--- src/rtl/prng_hpc3_feed_pkg.sv ---
// Shared constants for the HPC3 randomness feeder: LFSR geometry, taps, seed framing,
// FSM encodings and the gadget randomness-width helper.
package prng_hpc3_feed_pkg;

    localparam int DEFAULTSHARES = 2;

    localparam int STATE_W    = 128;
    localparam int SEED_W     = 32;
    localparam int SEED_BEATS = 4;
    localparam int BEAT_W     = 2;
    localparam int USE_W      = 16;

    localparam int TAP_A = 127;
    localparam int TAP_B = 125;
    localparam int TAP_C = 100;
    localparam int TAP_D = 98;

    localparam logic [1:0] ST_SEED = 2'd0;
    localparam logic [1:0] ST_WARM = 2'd1;
    localparam logic [1:0] ST_RUN  = 2'd2;
    localparam logic [1:0] ST_EXH  = 2'd3;

    // Fresh random bits consumed per evaluation of a d-share HPC3 AND gadget.
    function automatic int hpc3rnd(input int shares);
        return shares * (shares - 1);
    endfunction

endpackage

--- src/rtl/prng_lfsr128_step.sv ---
// Purely combinational N-step unroll of the 128-bit Fibonacci LFSR.
module prng_lfsr128_step
    import prng_hpc3_feed_pkg::*;
#(
    parameter int N = 2
) (
    input  logic [STATE_W-1:0] s_in,
    output logic [STATE_W-1:0] s_out
);

    logic [STATE_W-1:0] acc;

    always_comb begin
        acc = s_in;
        for (int i = 0; i < N; i++) begin
            acc = {acc[STATE_W-2:0], acc[TAP_A] ^ acc[TAP_B] ^ acc[TAP_C] ^ acc[TAP_D]};
        end
        s_out = acc;
    end

endmodule

--- src/rtl/prng_hpc3_feed.sv ---
// Seeded LFSR that hands out RW fresh bits per handshake to a masked HPC3 gadget,
// with warm-up discard, per-seed usage limit and explicit reseed control.
//
// state   | meaning
// --------+-------------------------------------------------------------
// SEED    | collecting 4 seed words, no randomness offered
// WARM    | advancing WARMUP times to discard early output
// RUN     | offering rnd; advance on each accepted transfer
// EXH     | usage limit reached; waiting for reseed
module prng_hpc3_feed
    import prng_hpc3_feed_pkg::*;
#(
    parameter int d       = DEFAULTSHARES,
    parameter int WARMUP  = 16,
    parameter int MAX_USE = 65535,
    localparam int RW     = hpc3rnd(d)
) (
    input  logic          clk,
    input  logic          rst_n,
    input  logic [31:0]   seed_in,
    input  logic          seed_valid,
    input  logic          reseed,
    output logic [RW-1:0] rnd,
    output logic          rnd_valid,
    input  logic          rnd_ready,
    output logic          reseed_req
);

    localparam int WW = (WARMUP > 1) ? $clog2(WARMUP + 1) : 1;

    logic               rst_sync;
    logic [1:0]         state, state_nxt;
    logic [STATE_W-1:0] s, s_nxt, s_adv, assembled;
    logic [BEAT_W-1:0]  beat, beat_nxt;
    logic [USE_W-1:0]   use_cnt, use_nxt, use_inc;
    logic [WW-1:0]      warm_cnt, warm_nxt;
    logic [RW-1:0]      rnd_q, rnd_nxt;
    logic               rnd_valid_q, reseed_req_q;
    logic               xfer;

    prng_lfsr128_step #(.N(RW)) u_step (
        .s_in  (s),
        .s_out (s_adv)
    );

    // Single-flop release synchroniser: logic starts updating on the second edge after release.
    always_ff @(posedge clk or negedge rst_n) begin
        if (!rst_n) rst_sync <= 1'b0;
        else        rst_sync <= 1'b1;
    end

    assign xfer      = rnd_valid_q & rnd_ready;
    assign assembled = {seed_in, s[STATE_W-1:SEED_W]};
    assign use_inc   = (use_cnt == '1) ? use_cnt : use_cnt + 1'b1;

    always_comb begin
        state_nxt = state;
        s_nxt     = s;
        beat_nxt  = beat;
        use_nxt   = use_cnt;
        warm_nxt  = warm_cnt;

        case (state)
            ST_SEED: begin
                if (seed_valid) begin
                    s_nxt = assembled;
                    if (beat == BEAT_W'(SEED_BEATS - 1)) begin
                        if (assembled == '0) s_nxt = STATE_W'(1);
                        beat_nxt  = '0;
                        warm_nxt  = WW'(WARMUP);
                        state_nxt = (WARMUP > 0) ? ST_WARM : ST_RUN;
                    end else begin
                        beat_nxt = beat + 1'b1;
                    end
                end
            end
            ST_WARM: begin
                s_nxt    = s_adv;
                warm_nxt = warm_cnt - 1'b1;
                if (warm_cnt == WW'(1)) state_nxt = ST_RUN;
            end
            ST_RUN: begin
                if (xfer) begin
                    s_nxt   = s_adv;
                    use_nxt = use_inc;
                    if (use_inc == USE_W'(MAX_USE)) state_nxt = ST_EXH;
                end
            end
            default: ;
        endcase

        // A transfer in the reseed cycle still consumes its value; a seed beat does not land.
        if (reseed) begin
            state_nxt = ST_SEED;
            beat_nxt  = '0;
            use_nxt   = '0;
            if (state == ST_SEED) s_nxt = s;
        end

        rnd_nxt = (state_nxt == ST_RUN) ? s_nxt[RW-1:0] : '0;
    end

    always_ff @(posedge clk or negedge rst_n) begin
        if (!rst_n) begin
            state        <= ST_SEED;
            s            <= '0;
            beat         <= '0;
            use_cnt      <= '0;
            warm_cnt     <= '0;
            rnd_q        <= '0;
            rnd_valid_q  <= 1'b0;
            reseed_req_q <= 1'b0;
        end else if (rst_sync) begin
            state        <= state_nxt;
            s            <= s_nxt;
            beat         <= beat_nxt;
            use_cnt      <= use_nxt;
            warm_cnt     <= warm_nxt;
            rnd_q        <= rnd_nxt;
            rnd_valid_q  <= (state_nxt == ST_RUN);
            reseed_req_q <= (state_nxt == ST_EXH);
        end
    end

    assign rnd        = rnd_q;
    assign rnd_valid  = rnd_valid_q;
    assign reseed_req = reseed_req_q;

endmodule

--- config.mk ---
export PLATFORM = sky130hd
export DESIGN_NAME = prng_hpc3_feed
export DESIGN_NICKNAME = d
export VERILOG_FILES = /design/src/rtl/prng_hpc3_feed_pkg.sv /design/src/rtl/prng_lfsr128_step.sv /design/src/rtl/prng_hpc3_feed.sv
export SDC_FILE = /design/constraint.sdc
export NUM_CORES = 1
export LEC_CHECK = 0
export ABC_AREA = 1
export CORE_UTILIZATION = 40
export CTS_BUF_LIST = sky130_fd_sc_hd__clkbuf_4 sky130_fd_sc_hd__clkbuf_8 sky130_fd_sc_hd__clkbuf_16
export CTS_CLUSTER_SIZE = 24
export DETAILED_ROUTE_END_ITERATION = 16
export PLACE_DENSITY = 0.65
export SLEW_MARGIN = 0
export SYNTH_ARGS = -nofsm -noshare
export SYNTH_HDL_FRONTEND = slang
export SYNTH_SLANG_ARGS = --single-unit
--- constraint.sdc ---
create_clock -name clk -period 4.6 [get_ports clk]
set_clock_uncertainty 0.15 [all_clocks]
set_input_delay 0.92 -clock clk [delete_from_list [all_inputs] [get_ports clk]]
set_output_delay 0.92 -clock clk [all_outputs]
set_load 0.005 [all_outputs]
After elaboration in Yosys (flattened, before gate mapping)
Cells that the tools add are included.

Add/sub/neg operators: 3. Equality and inequality tests: 11. Muxes and demuxes: 26. Bitwise logic cells: 7. Reduce and logical (&&, ||, !) cells: 11.

Operators with widths (count): 128-bit two-way mux (6); 128-bit one-hot mux with 3 select lines (1); 128-bit zero test (1); 16-bit two-way mux (4); 16-bit == test, second input constant (2); 2-bit two-way mux (11); 16-bit by 1-bit adder with 16-bit output, second input constant (1); 5-bit two-way mux (2); 5-bit one-hot mux with 2 select lines (1); 2-bit nonzero test (5); 2-bit == test, second input constant (4); 2-bit != test, second input constant (3); 2-bit one-hot mux with 3 select lines (1); 3-bit AND reduction (2); 1-bit XOR (6); 5-bit by 1-bit == test with 1-bit output, second input constant (1); 5-bit by 1-bit subtractor with 5-bit output, second input constant (1); 4-bit AND reduction (1); 2-bit by 1-bit adder with 2-bit output, second input constant (1); 2-bit by 1-bit == test with 1-bit output, second input constant (1); 2-bit zero test (1); 2-bit AND reduction (1); 1-bit bitwise AND (1).

Register bits: 158. Input bits: 37. Word-level logic and storage cells: 68.

Longest topological paths before layout
Gate-level depths: netlist of the first run.

Word-level depth: 9. Gate-level depth with buffers: 14. Gate-level depth less buffers: 14.

By module
A second synthesis of the first run with hierarchy kept.

Cells, all modules: 1289. Area total of the unflattened synthesis: 9882.0 um2.

By module, submodules not included: prng_hpc3_feed (instances 1, cells each 1133, area an instance 8808.4 um2, sequential area each 3953.8 um2); prng_lfsr128_step (instances 1, cells each 156, area an instance 1073.5 um2, sequential area each 0.0 um2).

Least setup slack after synthesis of the first run
Ideal clock, no wire load.

Path kind: input to register. Start: in reseed. End: reg use_cnt[6]. Arrival time: 1878 ps. Data required time: 4323 ps. Slack: 2445 ps. Stages: 7. Cells stage by stage: inv_1 clkbuf_1 a21oi_1 buf_4 nand2_1 a21oi_1 o21bai_1.

Cells in the longest elaborated chain, start to end: 2.

Ends and longest elaborated chain: from (decl) (line prng_hpc3_feed.sv:22) `input logic reseed,`; 2-bit nonzero test (no source line); 3-bit AND reduction (no source line); to (signal assigned) (line prng_hpc3_feed.sv:117) `use_cnt <= use_nxt;`; to (decl) (line prng_hpc3_feed.sv:35) `logic [USE_W-1:0] use_cnt, use_nxt, use_inc;`.

Parallel ways exist; a longest one is shown, timed or not. A chain may end at the register's enable or synchronous reset.

Worst setup path after layout of the first run
Start: in seed_valid. End: reg s[41].

Cells in the longest elaborated chain, start to end: 4.

Ends and longest elaborated chain: from (decl) (line prng_hpc3_feed.sv:21) `input logic seed_valid,`; 128-bit two-way mux * (line prng_hpc3_feed.sv:65) `if (seed_valid) begin`; 128-bit one-hot mux with 3 select lines * (line prng_hpc3_feed.sv:63) `case (state)`; 128-bit two-way mux (line prng_hpc3_feed.sv:97) `if (state == ST_SEED) s_nxt = s;`; 128-bit two-way mux * (line prng_hpc3_feed.sv:93) `if (reseed) begin`; to (signal assigned) (line prng_hpc3_feed.sv:115) `s <= s_nxt;`; to (decl) (line prng_hpc3_feed.sv:33) `logic [STATE_W-1:0] s, s_nxt, s_adv, assembled;`.

Every way passes the cells marked *; elsewhere a longest branch is shown, timed or not. The select of a mux whose other input is x is not followed.

==> run_results.csv, run 1 <==
group,metric,value,unit
outcome,status,"finished, final reports clean",
timing,final-hold-violation-count,0,
yosys,netlist_area,0.00910,mm2
route,drc,0,
place,port_buffers,40,
yosys,yosysWarningCount,0,
floorplan,initial_core_util,0.412,
floorplan,fp-row-count,54,
route,antenna_left,0,
place,dp_slack,1.36,ns
setup_path,timing_worst_setup_path_type,"input pin to flip-flop",
timing,setup_viol,0,
cells_and_area,final_cells,1441,
yosys,syn_nets,1186,
min_path,hold_class,"input pin to asynchronous set/reset pin",
clock_tree,clock_latency,0.43,ns
yosys,synth_ff_type,"dfrtp_1",
power_and_ir_drop,switching_share,0.384,
setup_path,cp_max_fo,71,
power_and_ir_drop,p_int,2.95,mW
timing,max_slew_margin,0.442,
clock_tree,cts_setup_buffers,0,
place,dp_hpwl,15500,um
power_and_ir_drop,p_comb_frac,0.249,
yosys,synthArstFlopShare,1.00,
timing,maxSlewViolCount,0,
clock_tree,ctsResizeCount,0,
yosys,synth_edf_count,0,
clock_tree,cts-root-buf,"clkbuf_16",
yosys,ys_seq_area_frac,0.434,
clock_tree,tritoncts,"done",
setup_path,cp.arrival,3.05,ns
flow_run,max-cap-violations,0,
timing,final.setup.tns,0,ns
clock_tree,htree_levels,4,
route,drt_iter0_markers,682,
route,wl_per_cell,16.5,um
cells_and_area,nNetsFinal,1190,
setup_path,cp-start-kind,"input pin",
floorplan,die_h,153,um
floorplan,ios,41,
clock_tree,path_clk_slew,0.07,ns
global_route,grt_max_degree,151,
power_and_ir_drop,p_leak,4.39,nW
floorplan,core_area,0.0221,mm2
clock_tree,cts.sinks,158,
route,drt-total-wl,23800,um
route,viasPerCell,5.71,
global_route,grt-ovfl-total,0,
timing,timing.final.crit_share,0.622,
clock_tree,hold_buffers,0,
yosys,ys_ff_latch,158,
power_and_ir_drop,seq_power_share,0.463,
route,vias,8227,
cells_and_area,drive_gt1_frac,0.0827,
timing,clock.fmax,350,MHz
global_route,grt_pass1_wl,40000,um
power_and_ir_drop,power.switching,1.84,mW
place,gp_congestion,0.881,
yosys,synthCells,1145,
place,place_inst,1410,
floorplan,fp.dieW,153,um
global_route,gr-usage-all-layers,0.208,
cells_and_area,nFillCells,2153,
power_and_ir_drop,p_clk_frac,0.288,
timing,period_needed,2.86,ns
yosys,ys_types,43,
global_route,grt_antenna_before_repair,0,
setup_path,required,4.79,ns
global_route,grt_pass1_vias,7794,
route,drtPass1Iterations,5,
timing,rsz0062_at_grt,"no",
timing,fin_ws,1.74,ns
timing,worst_pin_slew,0.837,ns
clock_tree,clockBufferDepth,2,
clock_tree,cts_buffers,17,
setup_path,end_kind,"flip-flop",
power_and_ir_drop,power.density,471,mW/mm2
floorplan,die_area,0.0234,mm2
yosys,avgSynthCellArea,7.95,um2
power_and_ir_drop,ir_worst_vdd,0.256,mV
cells_and_area,n_antenna_cell,0,
cells_and_area,area_growth,11.7,%
layout by cell type (no fill, tap or decap), types with 4 or more instances in the layout:
| master | synthesis | final |
|---|---|---|
| a21oi_1 | 216 | 216 |
| a22oi_1 | 13 | 13 |
| nand2_4 | 4 | 4 |
| nand4_1 | 5 | 5 |
| inv_8 | 0 | 4 |
| dfrtp_1 | 158 | 158 |
| xor2_1 | 6 | 6 |
| buf_4 | 8 | 10 |
| inv_2 | 5 | 5 |
| inv_1 | 156 | 155 |
| nor2_1 | 92 | 92 |
| buf_12 | 0 | 5 |
| nor2_4 | 5 | 5 |
| o21ai_0 | 108 | 108 |
| nor2_2 | 6 | 6 |
| o22ai_1 | 12 | 12 |
| nand3_1 | 52 | 52 |
| o21ai_2 | 10 | 10 |
| nand2_1 | 99 | 99 |
| o21ai_1 | 32 | 32 |
| ha_1 | 4 | 4 |
| clkbuf_16 | 0 | 17 |
| a221oi_1 | 53 | 53 |
| nand2_2 | 4 | 4 |
| a221oi_2 | 10 | 10 |
| clkdlybuf4s50_1 | 0 | 39 |
worst max-delay path, stage by stage:
cell and delay [ns]:
clkdlybuf4s50_1 0.43, or2_4 0.29, nand2_4 0.59, buf_4 0.37, a21oi_1 0.09, o21ai_1 0.10
a21oi_1 0.06, a21oi_1 0.14
per-stage QoR:
step,total power [mW],hold slack [ns],utilization,cell area (um2)
4_1_cts,4.79,0.311,0.460,10200
5_1_grt,5.09,0.316,0.460,10200
3_5_place_dp,3.41,0.328,0.435,9610
3_3_place_gp,3.37,0.316,0.435,9610
6_report,4.79,0.277,0.460,10200
2_1_floorplan,3.00,0.315,-,9100
cells by family (layout without fill, tap and decap cells):
kind of cell / count (synthesis) / in the layout / synth area share
XOR/XNOR: 8 / 8 / 0.00770
other: 1 / 1 / 0.000412
adder cells (fa/ha/maj): 4 / 4 / 0.00550
AO/OA/AOI/OAI: 466 / 466 / 0.302
buffers and inverters: 232 / 248 / 0.114
flip-flops: 158 / 158 / 0.434
AND/OR/NAND/NOR: 276 / 276 / 0.136
power groups by stage:
stage / registers (mW) / clock network, mW / logic [mW]
5_1_grt: 2.27 / 1.46 / 1.36
3_5_place_dp: 2.23 / 0 / 1.18
4_1_cts: 2.21 / 1.39 / 1.19
6_report: 2.22 / 1.38 / 1.19
3_3_place_gp: 2.22 / 0 / 1.15
2_1_floorplan: 2.08 / 0 / 0.914
final cells by class:
type	count	area (um2)	area share
flip-flops and latches	158	3950	0.389
inverters	162	613	0.0603
well taps	280	350	0.0345
clock inverters	13	128	0.0126
clock buffers	18	433	0.0426
multi-input cells	755	4110	0.404
repair buffers	55	577	0.0567
final timing paths:
| path | slack [ns] | cells after the start | from | end |
|---|---|---|---|---|
| worst max-delay path | 1.74 | 8 | seed_valid | s[41] |
| worst min-delay path | 0.28 | 1 | rst_n | use_cnt[14] |
| worst max register to register | 1.96 | 9 | state[0] | s[41] |
| worst min register to register | 0.34 | 2 | reseed_req | reseed_req |
| max in group asynchronous | 3.05 | 2 | rst_n | s[64] |
| min in group clk | 0.34 | 2 | reseed_req | reseed_req |
routing by layer:
metal  share of wire  vias up  track usage
li1                -     3973            -
met1            0.47     4032        0.296
met2            0.48      216        0.335
met3           0.045        6       0.0346
met4          0.0041        0       0.0399
met5               0        -            0
cells in the mapped netlist, types with 2 or more instances:
library cell / count / area share
nor2_4: 5 / 0.0062
nor3_1: 3 / 0.0016
a221oi_2: 10 / 0.016
o21ai_0: 108 / 0.059
buf_4: 8 / 0.0066
buf_2: 31 / 0.017
dfrtp_1: 158 / 0.43
o21bai_1: 2 / 0.0016
o21ai_2: 10 / 0.0096
nor2_1: 92 / 0.038
nand2_2: 4 / 0.0027
o31ai_1: 2 / 0.0016
ha_1: 4 / 0.0055
nand2_4: 4 / 0.0049
a221oi_1: 53 / 0.051
nand3_1: 52 / 0.029
nor3b_1: 2 / 0.0016
o22ai_1: 12 / 0.0082
buf_1: 6 / 0.0025
nand2_1: 99 / 0.041
nand4_1: 5 / 0.0034
a2bb2oi_1: 3 / 0.0029
xnor2_1: 2 / 0.0019
nor2_2: 6 / 0.0041
a21oi_1: 216 / 0.12
a22oi_1: 13 / 0.011
inv_1: 156 / 0.064
o21ai_1: 32 / 0.018
inv_2: 5 / 0.0021
buf_6: 13 / 0.016
xor2_1: 6 / 0.0058
clkbuf_1: 12 / 0.0049
sequential cells by signal, indices dropped and copies added (netlist names):
| register | count |
|---|---|
| rnd | 2 |
| rnd_valid | 1 |
| rst_sync | 1 |
| beat | 2 |
| use_cnt | 16 |
| warm_cnt | 5 |
| reseed_req | 1 |
| state | 2 |
| s | 128 |
No activity file was read; power rests on OpenSTA's default activity.
==> inputs of run 2 (changes only) <==
- PLACE_DENSITY: 0.65 -> 0.67
- clock period: 4.6 -> 2.33 ns (I/O delays scaled with it)
==> run 2 against run 1 <==
  * First-iteration DRC count down 9.2%
  * Worst setup slack worse by 1.6 ns
  * Worst hold slack better by 0.055 ns
  * Non-clock buffer count up 35
  * Register-to-register slack worse by 1.8 ns
  * Clock-buffer cell count up 2
  * Clock power up 110%
  * Largest cell class unchanged
  * Combinational power up 110%
  * Global-route usage up 0.91 points
  * Power up 110%
  * Critical endpoint is now state[0]
  * Critical path depth up 5
==> run_results.csv, run 2 (synthesis results as in run 1) <==
group,metric,value,unit
setup_path,cp_max_fo,10,
route,viasPerCell,5.68,
global_route,grt-ovfl-total,0,
timing,clock.fmax,460,MHz
setup_path,crit_slowest_cell,"dfrtp_1",
place,gp_congestion,0.883,
min_path,holdPathEnd,"reseed_req",
power_and_ir_drop,ir_worst_vdd,0.521,mV
setup_path,timing.rr.start,"use_cnt[0]",
cells_and_area,drive_gt1_frac,0.114,
floorplan,initial_core_util,0.412,
route,drtPass1Iterations,5,
place,dpl-instance-area,0.0100,mm2
timing,fin_ws,0.154,ns
place,dp_hpwl,16700,um
cells_and_area,layout_commonest_cell,"a21oi_1",
clock_tree,cts-root-buf,"clkbuf_16",
timing,maxSlewViolCount,0,
setup_path,cp-start-kind,"flip-flop",
setup_path,timing_worst_setup_path_type,"flip-flop to flip-flop",
global_route,grt_max_degree,49,
cells_and_area,nFillCells,2139,
setup_path,crit_path_max_incr_delay,0.41,ns
global_route,grt_pass1_wl,41300,um
route,antenna_left,0,
global_route,gr-usage-all-layers,0.217,
setup_path,required,2.53,ns
power_and_ir_drop,power,9.83,mW
floorplan,core_area,0.0221,mm2
power_and_ir_drop,p_leak,4.66,nW
setup_path,r2r-end,"state[0]",
clock_tree,clock_latency,0.43,ns
global_route,grt.busiest_layer,"met2",
place,port_buffers,40,
flow_run,max-cap-violations,0,
clock_tree,tritoncts,"done",
setup_path,path_cells,"ha_2 -> nand2_2 -> nor2_4 -> nand2_4 -> nor2_4 -> inv_4 -> o21ai_0 -> nand3_1 -> nor2_2 -> nand3_2 -> nand2_1 -> nand3_1 -> o21ai_1",
global_route,grt_antenna_before_repair,0,
timing,setup_viol,0,
cells_and_area,reg_top3,"s (128), use_cnt (16), warm_cnt (5)",
setup_path,crit_start,"use_cnt[0]",
cells_and_area,largest_reg_flops,128,
outcome,status,"finished, final reports clean",
floorplan,fp-row-count,54,
route,vias,8382,
route,drt_iter0_markers,619,
timing,final.setup.tns,0,ns
timing,timing.final.crit_share,0.934,
global_route,grt_util_met1,0.305,
floorplan,fp.dieW,153,um
global_route,grt_pass1_vias,8131,
timing,period_needed,2.18,ns
clock_tree,htree_levels,4,
setup_path,end_kind,"flip-flop",
cells_and_area,stdcell_area,0.0107,mm2
timing,rsz0062_at_grt,"no",
timing,final-hold-violation-count,0,
cells_and_area,n_antenna_cell,0,
setup_path,r2r_slack,0.15,ns
place,dp_slack,-0.0294,ns
floorplan,die_area,0.0234,mm2
route,drc,0,
clock_tree,clockBufferDepth,2,
setup_path,cp.arrival,2.37,ns
cells_and_area,nNetsFinal,1225,
route,wl_per_cell,16.6,um
setup_path,reg2reg_depth,13,
route,drt-total-wl,24500,um
power_and_ir_drop,power.density,921,mW/mm2
global_route,grtUsageMet3,0.0320,
min_path,hold_class,"flip-flop to flip-flop",
cells_and_area,top_register,"s",
clock_tree,cts.sinks,158,
floorplan,ios,41,
clock_tree,path_clk_slew,0.07,ns
global_route,grt_use_met2,0.348,
floorplan,die_h,153,um
min_path,holdPathStages,2,
cells_and_area,layout_common_cells,"a21oi_1 (216), dfrtp_1 (157), inv_1 (155), o21ai_0 (108), nand2_1 (98)",
cells_and_area,area_growth,17.3,%
clock_tree,cts_buffers,17,
min_path,worstHoldStart,"reseed_req",
[run 2: metrics by stage]
step | cells | hold WS, ns | utilization
2_1_floorplan | 1145 | 0.0204 | -
3_3_place_gp | 1442 | 0.288 | 0.454
3_5_place_dp | 1442 | 0.289 | 0.454
4_1_cts | 1475 | 0.341 | 0.482
5_1_grt | 1477 | 0.385 | 0.483
6_report | 1477 | 0.331 | 0.483
[run 2: final cells by class]
| cell class | count | area [um2] | area share |
|---|---|---|---|
| multi-input cells | 755 | 4130 | 0.387 |
| flip-flops and latches | 158 | 3960 | 0.370 |
| repair buffers | 90 | 1020 | 0.0953 |
| inverters | 162 | 616 | 0.0577 |
| clock buffers | 20 | 460 | 0.0431 |
| well taps | 280 | 350 | 0.0328 |
| clock inverters | 12 | 150 | 0.0141 |
[run 2: worst max path at each step]
stage / endpoint / slack [ns] / cells past startpoint
after global placement: s[96] / -0.03 / 10
final: state[0] / 0.15 / 13
after CTS: rnd[0] / 0.06 / 12
after detailed placement: s[96] / -0.03 / 10
after global routing: state[0] / 0.005 / 13
after floorplan: rnd[0] / 0.48 / 12
[run 2: power by group]
part,internal [mW],total (mW),switching (mW)
clock network,1.68,2.93,1.25
logic,0.985,2.51,1.52
registers,3.54,4.39,0.850
[run 2: timing repair]
action,4_1_cts,5_1_grt
hold buffers,1,0
resized for setup,0,7
buffers inserted,0,2
endpoints found under the hold margin,42,0
endpoints found under the setup margin,0,5
[run 2: metal layers]
metal | up-vias | wire length (um)
li1 | 4030 | -
met1 | 4104 | 11600
met2 | 223 | 11500
met3 | 25 | 1080
met4 | 0 | 335
met5 | - | 0
[run 2: critical path: cells and delay by family (launching register included)]
kind	cells	cell delay, ns
compound gates	2	0.18
fa+ha+maj	1	0.22
buf+inv	1	0.08
flops	1	0.41
simple gates	9	1.04
